### config.mk
export PLATFORM = sky130hd
export DESIGN_NAME = rv_muxn_skid
export DESIGN_NICKNAME = d
export VERILOG_FILES = /design/src/rtl/rv_mux_pkg.sv /design/src/rtl/rv_muxn_comb.sv /design/src/rtl/rv_muxn_skid.sv
export SDC_FILE = /design/constraint.sdc
export NUM_CORES = 1
export LEC_CHECK = 0
export CAP_MARGIN = 40
export CORE_ASPECT_RATIO = 1.1
export CORE_MARGIN = 2
export CORE_UTILIZATION = 41
export DETAILED_ROUTE_END_ITERATION = 10
export HOLD_SLACK_MARGIN = 0.06
export PLACE_DENSITY = 0.79
export SETUP_SLACK_MARGIN = 0.1
export SLEW_MARGIN = 20
export SYNTH_ARGS = -nofsm -noshare
export SYNTH_HDL_FRONTEND = slang
export SYNTH_SLANG_ARGS = --single-unit
export TNS_END_PERCENT = 1
### constraint.sdc
create_clock -name clk -period 1.4 [get_ports clk]
set_input_delay 0.28 -clock clk [delete_from_list [all_inputs] [get_ports clk]]
set_output_delay 0.28 -clock clk [all_outputs]
set_load 0.005 [all_outputs]
### src/rtl/rv_mux_pkg.sv
// Shared types and helpers for the N-way operand select with valid/ready skid output.
// Holds the skid occupancy states, default sizing constants and the select range test.
package rv_mux_pkg;

  typedef enum logic [1:0] {
    EMPTY = 2'd0,
    ONE   = 2'd1,
    TWO   = 2'd2
  } skid_state_e;

  localparam int MUX_DEFAULT_WIDTH = 64;
  localparam int MUX_MAX_IN        = 16;

  function automatic logic sel_in_range(input int unsigned sel, input int unsigned num_in);
    return sel < num_in;
  endfunction

endpackage

### src/rtl/rv_muxn_comb.sv
// Combinational N-way select of a WIDTH-bit word; zero-latency, no flow control.
// A select at or beyond NUM_IN yields an all-zero word rather than X.
module rv_muxn_comb
  import rv_mux_pkg::*;
#(
  parameter  int WIDTH  = MUX_DEFAULT_WIDTH,
  parameter  int NUM_IN = 3,
  localparam int SEL_W  = $clog2(NUM_IN)
) (
  input  logic [NUM_IN*WIDTH-1:0] in_data,
  input  logic [SEL_W-1:0]        sel,
  output logic [WIDTH-1:0]        word
);

  // Unmatched selects fall through to the zero default.
  always_comb begin
    word = '0;
    for (int k = 0; k < NUM_IN; k++) begin
      if (SEL_W'(k) == sel) word = in_data[k*WIDTH +: WIDTH];
    end
  end

endmodule

### src/rtl/rv_muxn_skid.sv
// N-input select into a registered 2-entry skid output; 1 cycle accept-to-valid, full rate.
// in_ready comes only from state (drops in TWO); RV_MUXN_SELCHK_EN drops out-of-range beats and adds sel_err.
module rv_muxn_skid
  import rv_mux_pkg::*;
#(
  parameter  int WIDTH  = MUX_DEFAULT_WIDTH,
  parameter  int NUM_IN = 3,
  localparam int SEL_W  = $clog2(NUM_IN)
) (
  input  logic                    clk,
  input  logic                    rst_n,
  input  logic [NUM_IN*WIDTH-1:0] in_data,
  input  logic [SEL_W-1:0]        in_sel,
  input  logic                    in_valid,
  output logic                    in_ready,
  output logic [WIDTH-1:0]        out_data,
  output logic [SEL_W-1:0]        out_sel,
  output logic                    out_valid,
  input  logic                    out_ready
`ifdef RV_MUXN_SELCHK_EN
  ,
  output logic                    sel_err
`endif
);

  skid_state_e      state;
  logic [WIDTH-1:0] word;
  logic [WIDTH-1:0] main_data;
  logic [WIDTH-1:0] skid_data;
  logic [SEL_W-1:0] main_sel;
  logic [SEL_W-1:0] skid_sel;
  logic             acc;
  logic             drop;
  logic             push;

  rv_muxn_comb #(
    .WIDTH  (WIDTH),
    .NUM_IN (NUM_IN)
  ) u_sel (
    .in_data (in_data),
    .sel     (in_sel),
    .word    (word)
  );

  assign in_ready  = (state != TWO);
  assign out_valid = (state != EMPTY);
  assign out_data  = main_data;
  assign out_sel   = main_sel;

  assign acc  = in_valid && in_ready;
  assign drop = out_valid && out_ready;

`ifdef RV_MUXN_SELCHK_EN
  // Out-of-range beats complete their handshake but never enter the buffer.
  assign push = acc && sel_in_range(32'(in_sel), NUM_IN);

  always_ff @(posedge clk) begin
    if (!rst_n) begin
      sel_err <= 1'b0;
    end else if (acc && !sel_in_range(32'(in_sel), NUM_IN)) begin
      sel_err <= 1'b1;
    end
  end
`else
  assign push = acc;
`endif

  always_ff @(posedge clk) begin
    if (!rst_n) begin
      state     <= EMPTY;
      main_data <= '0;
      main_sel  <= '0;
      skid_data <= '0;
      skid_sel  <= '0;
    end else begin
      case (state)
        EMPTY: begin
          if (push) begin
            state     <= ONE;
            main_data <= word;
            main_sel  <= in_sel;
          end
        end
        ONE: begin
          if (push && drop) begin
            main_data <= word;
            main_sel  <= in_sel;
          end else if (push) begin
            state     <= TWO;
            skid_data <= word;
            skid_sel  <= in_sel;
          end else if (drop) begin
            state <= EMPTY;
          end
        end
        TWO: begin
          if (drop) begin
            state     <= ONE;
            main_data <= skid_data;
            main_sel  <= skid_sel;
          end
        end
        default: state <= EMPTY;
      endcase
    end
  end

endmodule

==> summary.log, run 1 <==
qor: cells_and_area.fillers 1454
qor: setup_path.worst-endpoint-required 1.72 ns
qor: run_status.failed_checks setup timing
qor: setup_path.start_kind flip-flop
qor: timing.number_of_hold_slack_violations_in_the_final_timing_report 0
qor: timing.min_period_over_period 107.8%
qor: setup_path.worst-setup-path-type flip-flop to flip-flop
qor: floorplanning.floorplan.io_pins 266
qor: timing.setup_repair_after_global_routing_missed_its_margin true
qor: floorplanning.std_cell_rows 50
qor: placement.detailed_place_hpwl 15130 um
qor: timing.max_slew_margin 79.77%
qor: min_path.worst_hold_path_type input port to flip-flop
qor: timing.timing.final.crit_period 1.510 ns
qor: yosys.synth_area 7212 sq um
qor: yosys.synth_cell_types 27
qor: cells_and_area.post_route_cells_drive_above_1_share 16.84%
qor: placement.gpl.final_weighted_congestion 0.7683
qor: floorplanning.die-width 130.5 um
qor: floorplanning.die-area 18670 sq um
qor: clock_network.clockRootBuffer clkbuf_16
qor: setup_path.critical_path.max_fanout 12
qor: placement.buffer_ports.inserted 265
qor: cells_and_area.final_net_count 1236
qor: setup_path.worst_path_largest_cell_delay 0.36 ns
qor: power_and_ir_drop.power_leakage 4.404 nW
qor: yosys.synth_area_per_inst 9.403 sq um
qor: yosys.yosysWarnings 0
qor: floorplanning.initial_utilization 42.07%
qor: clock_network.insertion_delay 0.42 ns
qor: clock_network.cts_made_buffers 17
qor: drt.dr.pass1.iters 5
qor: drt.routed_via_density 5.538
qor: cells_and_area.antennaDiodeCount 0
qor: setup_path.worst-endpoint-arrival 1.83 ns
qor: timing.worstMarginPinSlew 0.2951 ns
qor: power_and_ir_drop.cellPowerDensity 972.5 nW/um^2
qor: timing.worst_slack -0.1098 ns
qor: timing.finalMaxSlewViolations 0
qor: clock_network.holdBufCountCts 0
qor: job.drv.max_cap_violation_count 0
qor: timing.maxClockFrequency 662.3 MHz
qor: power_and_ir_drop.total_power 10.85 mW
qor: drt.totalWireLength 22530 um
qor: timing.finalSetupViolCount 70
qor: timing.hold_slack 0.2250 ns
qor: global_route.largest_net_degree_at_the_start_of_global_routing 51
qor: timing.clock_skew 0.007106 ns
qor: global_route.grt_pass1_vias 6892
qor: clock_network.cts_tree yes
qor: yosys.synth_fp_nets 965
qor: cells_and_area.final-instance-count-excl-fill 1285
qor: clock_network.clock_sinks 134
qor: clock_network.clock_tree.htree_level_count 4
qor: yosys.yosys_register_bits 134
qor: global_route.grt_first_pass_wirelength 34270 um
qor: global_route.globalRouteOverflowTotal 0
qor: placement.place.detailed.instances 1244
qor: global_route.grt_use_total 23.14%
qor: run_status.run_status complete, but fails checks
qor: cells_and_area.mostFrequentLayoutCells clkdlybuf4s50_1 (194), o21a_1 (130), dfxtp_1 (129), mux2i_1 (69), a21oi_1 (65)
qor: setup_path.cp-end-kind flip-flop
qor: setup_path.worst_path_max_delay_cell dfxtp_4
qor: setup_path.critical_path_cell_by_cell buf_6, and3b_2, a21o_4, clkbuf_16, a32o_2
qor: cells_and_area.layout.cells.most_common clkdlybuf4s50_1
qor: drt.post-route-drc-count 0
qor: floorplanning.die-height 143.1 um
qor: drt.route.detailed.wl_per_inst 17.53 um
qor: drt.antenna_left 0
qor: drt.route.vias.total 7116
qor: clock_network.clk_path_buf_depth 2
qor: cells_and_area.area.growth.synth_to_final 54.67%
qor: power_and_ir_drop.peakVddDrop 0.0008504 V
qor: global_route.grt_antenna_before_repair 0
qor: drt.violation_count_after_the_first_detailed_route_iteration 490
qor: clock_network.cts.clk_slew.worst_paths 0.06 ns
qor: floorplanning.design.core.area 17140 sq um
qor: yosys.synthCells 767
qor: yosys.synth-seq-area-share 37.20%
## through the flow
step	area (sq um)	setup WS (ns)	util [%]	TNS [ns]
global route	11150	-0.1561	65.07	-11.74
global placement	10520	-0.4418	61.35	-49.74
detailed placement	10520	-0.4781	61.35	-55.15
CTS	11080	-0.1344	64.66	-5.676
finish	11150	-0.1098	65.07	-5.885
floorplan	7306	0.04577	-	0
## worst max-delay path, delay by kind of cell (launching register included)
| kind | cells | cell delay [ns] |
|---|---|---|
| AO/OA/AOI/OAI | 2 | 0.49 |
| buffers and inverters | 2 | 0.32 |
| flip-flops | 1 | 0.36 |
| AND/OR/NAND/NOR | 1 | 0.24 |
## sequential cells by signal, summed over array words and instances (netlist names)
name / count
state: 2
out_data: 64
skid_sel: 2
skid_data: 64
out_sel: 2
## final timing paths
kind                startpoint            end  slack [ns]  depth (start not counted)
setup / recovery      state[1]    out_data[8]       -0.11                          5
setup reg to reg      state[1]    out_data[8]       -0.11                          5
hold / removal           rst_n  skid_data[41]        0.22                          3
hold reg to reg   out_data[35]   out_data[35]        0.46                          1
## cell families (layout without fill, tap and decap cells)
family | after synthesis | after routing | share of synthesized area, %
AOI/OAI and AO/OA | 393 | 393 | 39.16
buffers and inverters | 95 | 379 | 6.384
DFF | 134 | 134 | 37.20
muxes | 69 | 69 | 9.577
and+or+nand+nor | 76 | 76 | 7.686
## synth_stat cells
| library cell | instances | area [sq um] |
|---|---|---|
| a211oi_1 | 4 | 30.03 |
| a211oi_4 | 1 | 20.02 |
| a21o_1 | 1 | 7.510 |
| a21oi_1 | 65 | 325.3 |
| a32o_1 | 45 | 450.4 |
| a32o_2 | 19 | 214.0 |
| and3b_1 | 1 | 8.760 |
| and4bb_2 | 1 | 12.51 |
| buf_1 | 1 | 3.750 |
| buf_2 | 26 | 130.1 |
| buf_4 | 5 | 37.54 |
| buf_6 | 7 | 78.83 |
| clkbuf_1 | 55 | 206.5 |
| dfxtp_1 | 134 | 2683 |
| inv_1 | 1 | 3.750 |
| mux2i_1 | 69 | 690.7 |
| nand2_1 | 1 | 3.750 |
| nand2b_1 | 2 | 12.51 |
| nand3b_1 | 64 | 480.5 |
| nor2_1 | 4 | 15.01 |
| nor2b_1 | 1 | 6.260 |
| o211ai_1 | 64 | 480.5 |
| o21a_1 | 130 | 975.9 |
| o21ai_0 | 61 | 305.3 |
| o21ai_1 | 3 | 15.01 |
| or2_2 | 1 | 6.260 |
| or3b_2 | 1 | 8.760 |
## cell type report
cell class	count	area (sq um)	area share [%]
inverters	1	3.754	0.03365
well taps	234	292.8	2.625
clock buffers	21	450.4	4.038
flip-flops and latches	134	2694	24.15
multi-input cells	538	4113	36.87
repair buffers	346	3493	31.32
clock inverters	11	107.6	0.9647
## metal layers
layer / GRT usage [%] / routed length, um / up-vias
met5: 0 / 0 / -
met2: 38.83 / 10940 / 214
met1: 28.20 / 9530 / 3335
met3: 7.344 / 1643 / 30
li1: - / - / 3537
met4: 7.223 / 415 / 0
## report_power, final
part	switching (mW)	leakage, nW	internal (mW)
clock network	1.64	0.280	2.64
registers	0.126	1.10	4.04
logic	0.975	3.03	1.43
## what timing repair did
action                                  4_1_cts  5_1_grt
pin swaps                                     4        3
setup buffers                                 3        1
resized for setup                           121       97
cloned                                        0        5
hold endpoints to repair                      0        0
endpoints found under the setup margin      199      194
Power figures use the tool's default switching activity.
==> run 2, diff against run 1 <==
--- a/config.mk
+++ b/config.mk
@@ -6,12 +6,14 @@
 export NUM_CORES = 1
 export LEC_CHECK = 0
 export CAP_MARGIN = 40
+export CELL_PAD_IN_SITES_DETAIL_PLACEMENT = 0
+export CELL_PAD_IN_SITES_GLOBAL_PLACEMENT = 1
 export CORE_ASPECT_RATIO = 1.1
 export CORE_MARGIN = 2
-export CORE_UTILIZATION = 41
+export CORE_UTILIZATION = 30
 export DETAILED_ROUTE_END_ITERATION = 10
 export HOLD_SLACK_MARGIN = 0.06
-export PLACE_DENSITY = 0.79
+export PLACE_DENSITY = 0.78
 export SETUP_SLACK_MARGIN = 0.1
 export SLEW_MARGIN = 20
 export SYNTH_ARGS = -nofsm -noshare
==> summary.log, run 2 (synthesized netlist as in run 1, its figures left out) <==
qor: setup_path.crit-reg2reg-capture out_data[0] [was out_data[8]]
qor: setup_path.critical_path.max_fanout 14 [was 12]
qor: clock_network.cts_tree yes [unchanged]
qor: clock_network.clockRootBuffer clkbuf_16 [unchanged]
qor: setup_path.worst-path-buf-inv 2 [unchanged]
qor: timing.number_of_hold_slack_violations_in_the_final_timing_report 0 [unchanged]
qor: timing.setup_repair_after_global_routing_missed_its_margin true [unchanged]
qor: timing.finalSetupViolCount 60 [was 70]
qor: timing.totalNegativeSetupSlack -1.306 ns [was -5.885 ns]
qor: global_route.globalRouteMet1Util 22.71% [was 28.20%]
qor: drt.routed_via_density 5.246 [was 5.538]
qor: global_route.grt.busiest_layer met2 [unchanged]
qor: clock_network.clock_sinks 134 [unchanged]
qor: global_route.globalRouteOverflowTotal 0 [unchanged]
qor: setup_path.rr_worst_depth 5 [unchanged]
qor: setup_path.worst_path_max_delay_cell dfxtp_2 [was dfxtp_4]
qor: clock_network.insertion_delay 0.42 ns [about the same]
qor: clock_network.holdBufCountCts 0 [unchanged]
qor: cells_and_area.post-route-cell-area 11650 sq um [was 11150 sq um]
qor: floorplanning.die-area 25300 sq um [was 18670 sq um]
qor: power_and_ir_drop.cellPowerDensity 994.7 nW/um^2 [was 972.5 nW/um^2]
qor: setup_path.timing.critical_path.mode_cell clkbuf_16
qor: timing.finalMaxSlewViolations 0 [unchanged]
qor: floorplanning.initial_utilization 30.53% [was 42.07%]
qor: cells_and_area.final_net_count 1262 [was 1236]
qor: run_status.run_status complete, but fails checks [unchanged]
qor: global_route.largest_net_degree_at_the_start_of_global_routing 79 [was 51]
qor: setup_path.worst_path_largest_cell_delay 0.34 ns [was 0.36 ns]
qor: clock_network.cts.clk_slew.worst_paths 0.06 ns [about the same]
qor: timing.worstMarginPinSlew 0.3873 ns [was 0.2951 ns]
qor: placement.detailed_place_hpwl 15270 um [was 15130 um]
qor: cells_and_area.mostFrequentLayoutCells clkdlybuf4s50_1 (193), o21a_1 (130), dfxtp_1 (125), buf_4 (77), mux2i_1 (68) [was clkdlybuf4s50_1 (194), o21a_1 (130), dfxtp_1 (129), mux2i_1 (69), a21oi_1 (65)]
qor: placement.place.detailed.instances 1336 [was 1244]
qor: drt.dr.pass1.iters 4 [was 5]
qor: cells_and_area.multi_input_area 4145 sq um [was 4113 sq um]
qor: floorplanning.std_cell_rows 59 [was 50]
qor: timing.timing.final.crit_period 1.447 ns [was 1.510 ns]
qor: setup_path.start_kind flip-flop [unchanged]
qor: placement.gpl.final_weighted_congestion 0.7351 [was 0.7683]
qor: placement.placement.cell_area 10730 sq um [was 10520 sq um]
qor: cells_and_area.final-instance-count-excl-fill 1380 [was 1285]
qor: timing.min_period_over_period 103.4% [was 107.8%]
qor: clock_network.clk_path_buf_depth 2 [unchanged]
qor: run_status.failed_checks setup timing [unchanged]
qor: clock_network.clock_tree.htree_level_count 4 [unchanged]
qor: min_path.worstHoldPathCells 3 [unchanged]
qor: min_path.min-delay-start rst_n [unchanged]
qor: timing.max_slew_margin 74.18% [was 79.77%]
qor: min_path.worstHoldEndpoint state[1] [was skid_data[41]]
qor: drt.route.detailed.wl_per_inst 17.83 um [was 17.53 um]
qor: timing.worst_slack -0.04746 ns [was -0.1098 ns]
qor: setup_path.worst-endpoint-required 1.71 ns [was 1.72 ns]
qor: setup_path.r2r_slack -0.05 ns [was -0.11 ns]
qor: drt.totalWireLength 24610 um [was 22530 um]
qor: global_route.gr-usage-met3 5.569% [was 7.344%]
qor: timing.hold_slack 0.3437 ns [was 0.2250 ns]
qor: clock_network.cts_made_buffers 17 [unchanged]
qor: min_path.worst_hold_path_type input port to flip-flop [unchanged]
qor: placement.buffer_ports.inserted 265 [unchanged]
qor: setup_path.worst-setup-path-type flip-flop to flip-flop [unchanged]
qor: timing.clock_skew 0.009528 ns [was 0.007106 ns]
qor: drt.post-route-drc-count 0 [unchanged]
qor: job.drv.max_cap_violation_count 0 [unchanged]
qor: global_route.grt_use_total 17.90% [was 23.14%]
qor: cells_and_area.fillers 2274 [was 1454]
qor: power_and_ir_drop.total_power 11.59 mW [was 10.85 mW]
qor: setup_path.critical-path-top-delay-family compound AO/OA/AOI/OAI gates [unchanged]
qor: floorplanning.design.core.area 23620 sq um [was 17140 sq um]
qor: setup_path.critical_path_cell_by_cell nand2b_4, clkbuf_16, clkbuf_16, o21a_1, a32o_1 [was buf_6, and3b_2, a21o_4, clkbuf_16, a32o_2]
qor: floorplanning.floorplan.io_pins 266 [unchanged]
qor: cells_and_area.area.growth.synth_to_final 61.54% [was 54.67%]
qor: drt.violation_count_after_the_first_detailed_route_iteration 264 [was 490]
qor: setup_path.cp-end-kind flip-flop [unchanged]
qor: cells_and_area.regArea 2696 sq um [was 2694 sq um]
qor: drt.antenna_left 0 [unchanged]
qor: setup_path.timing.rr.start state[0] [was state[1]]
qor: global_route.grt_first_pass_wirelength 37400 um [was 34270 um]
qor: timing.maxClockFrequency 690.9 MHz [was 662.3 MHz]
qor: drt.route.vias.total 7239 [was 7116]
qor: floorplanning.die-height 166.6 um [was 143.1 um]
qor: global_route.grt_antenna_before_repair 0 [unchanged]
qor: setup_path.worst-endpoint-arrival 1.75 ns [was 1.83 ns]
qor: cells_and_area.antennaDiodeCount 0 [unchanged]
qor: floorplanning.die-width 151.8 um [was 130.5 um]
qor: global_route.groute.layer.met2.usage 29.83% [was 38.83%]
qor: cells_and_area.post_route_cells_drive_above_1_share 20.00% [was 16.84%]
qor: global_route.grt_pass1_vias 7173 [was 6892]
qor: power_and_ir_drop.peakVddDrop 0.0007312 V [was 0.0008504 V]
qor: power_and_ir_drop.power_leakage 4.585 nW [was 4.404 nW]
qor: cells_and_area.layout.cells.most_common clkdlybuf4s50_1 [unchanged]
-- run 2: cell count changes in the layout (fill, tap and decap cells not counted), moves of 5 or more --
| cell | delta |
|---|---|
| dfxtp_2 | +5 |
| clkinv_2 | -7 |
| o21ai_1 | -32 |
| o21ai_2 | +10 |
| o21ai_0 | +22 |
| buf_4 | +26 |
-- run 2: where the power goes --
group	switching [mW]	internal [mW]	total, mW
Combinational	1.00	1.49	2.49
Clock	1.74	3.19	4.94
Sequential	0.120	4.05	4.17
-- run 2: routing by layer --
metal	vias to the layer above	part of all wire [%]
met4	0	1.0
li1	3574	-
met3	15	5.2
met5	-	0
met1	3442	46
met2	208	48
-- run 2: how the worst max path moves through the flow --
stage                     startpoint            to  slack (ns)  cells past startpoint
after floorplan                rst_n  out_data[39]        0.05                      5
after global placement     out_ready   skid_sel[1]       -0.51                      6
after detailed placement   out_ready   skid_sel[0]       -0.51                      6
after CTS                   state[0]      in_ready       -0.13                      2
after global routing        state[0]   out_data[0]       -0.10                      5
final                       state[0]   out_data[0]       -0.05                      5
-- run 2: tightest hold or removal path: stages --
cell,delay [ns]
buf_4,0.14
buf_12,0.17
o21a_1,0.12
-- run 2: layout make-up --
type                            instances  area share, %
Inverter                                1        0.03222
Timing Repair Buffer                  372          32.45
Sequential cell                       134          23.14
Clock inverter                         12          1.751
Tap cell                              305          3.276
Clock buffer                           18          3.770
Multi-Input combinational cell        538          35.58
-- run 2: through the flow --
| step | setup WS (ns) | utilization (%) |
|---|---|---|
| after floorplan | 0.04577 | - |
| after global placement | -0.5080 | 45.40 |
| after detailed placement | -0.5075 | 45.40 |
| after CTS | -0.1258 | 48.43 |
| after global routing | -0.1009 | 49.32 |
| final | -0.04746 | 49.32 |
-- run 2: what timing repair did --
action,CTS,global route
buffers inserted,1,4
resized for setup,148,59
endpoints found under the setup margin,201,186
cloned,1,8
pin swaps,15,2
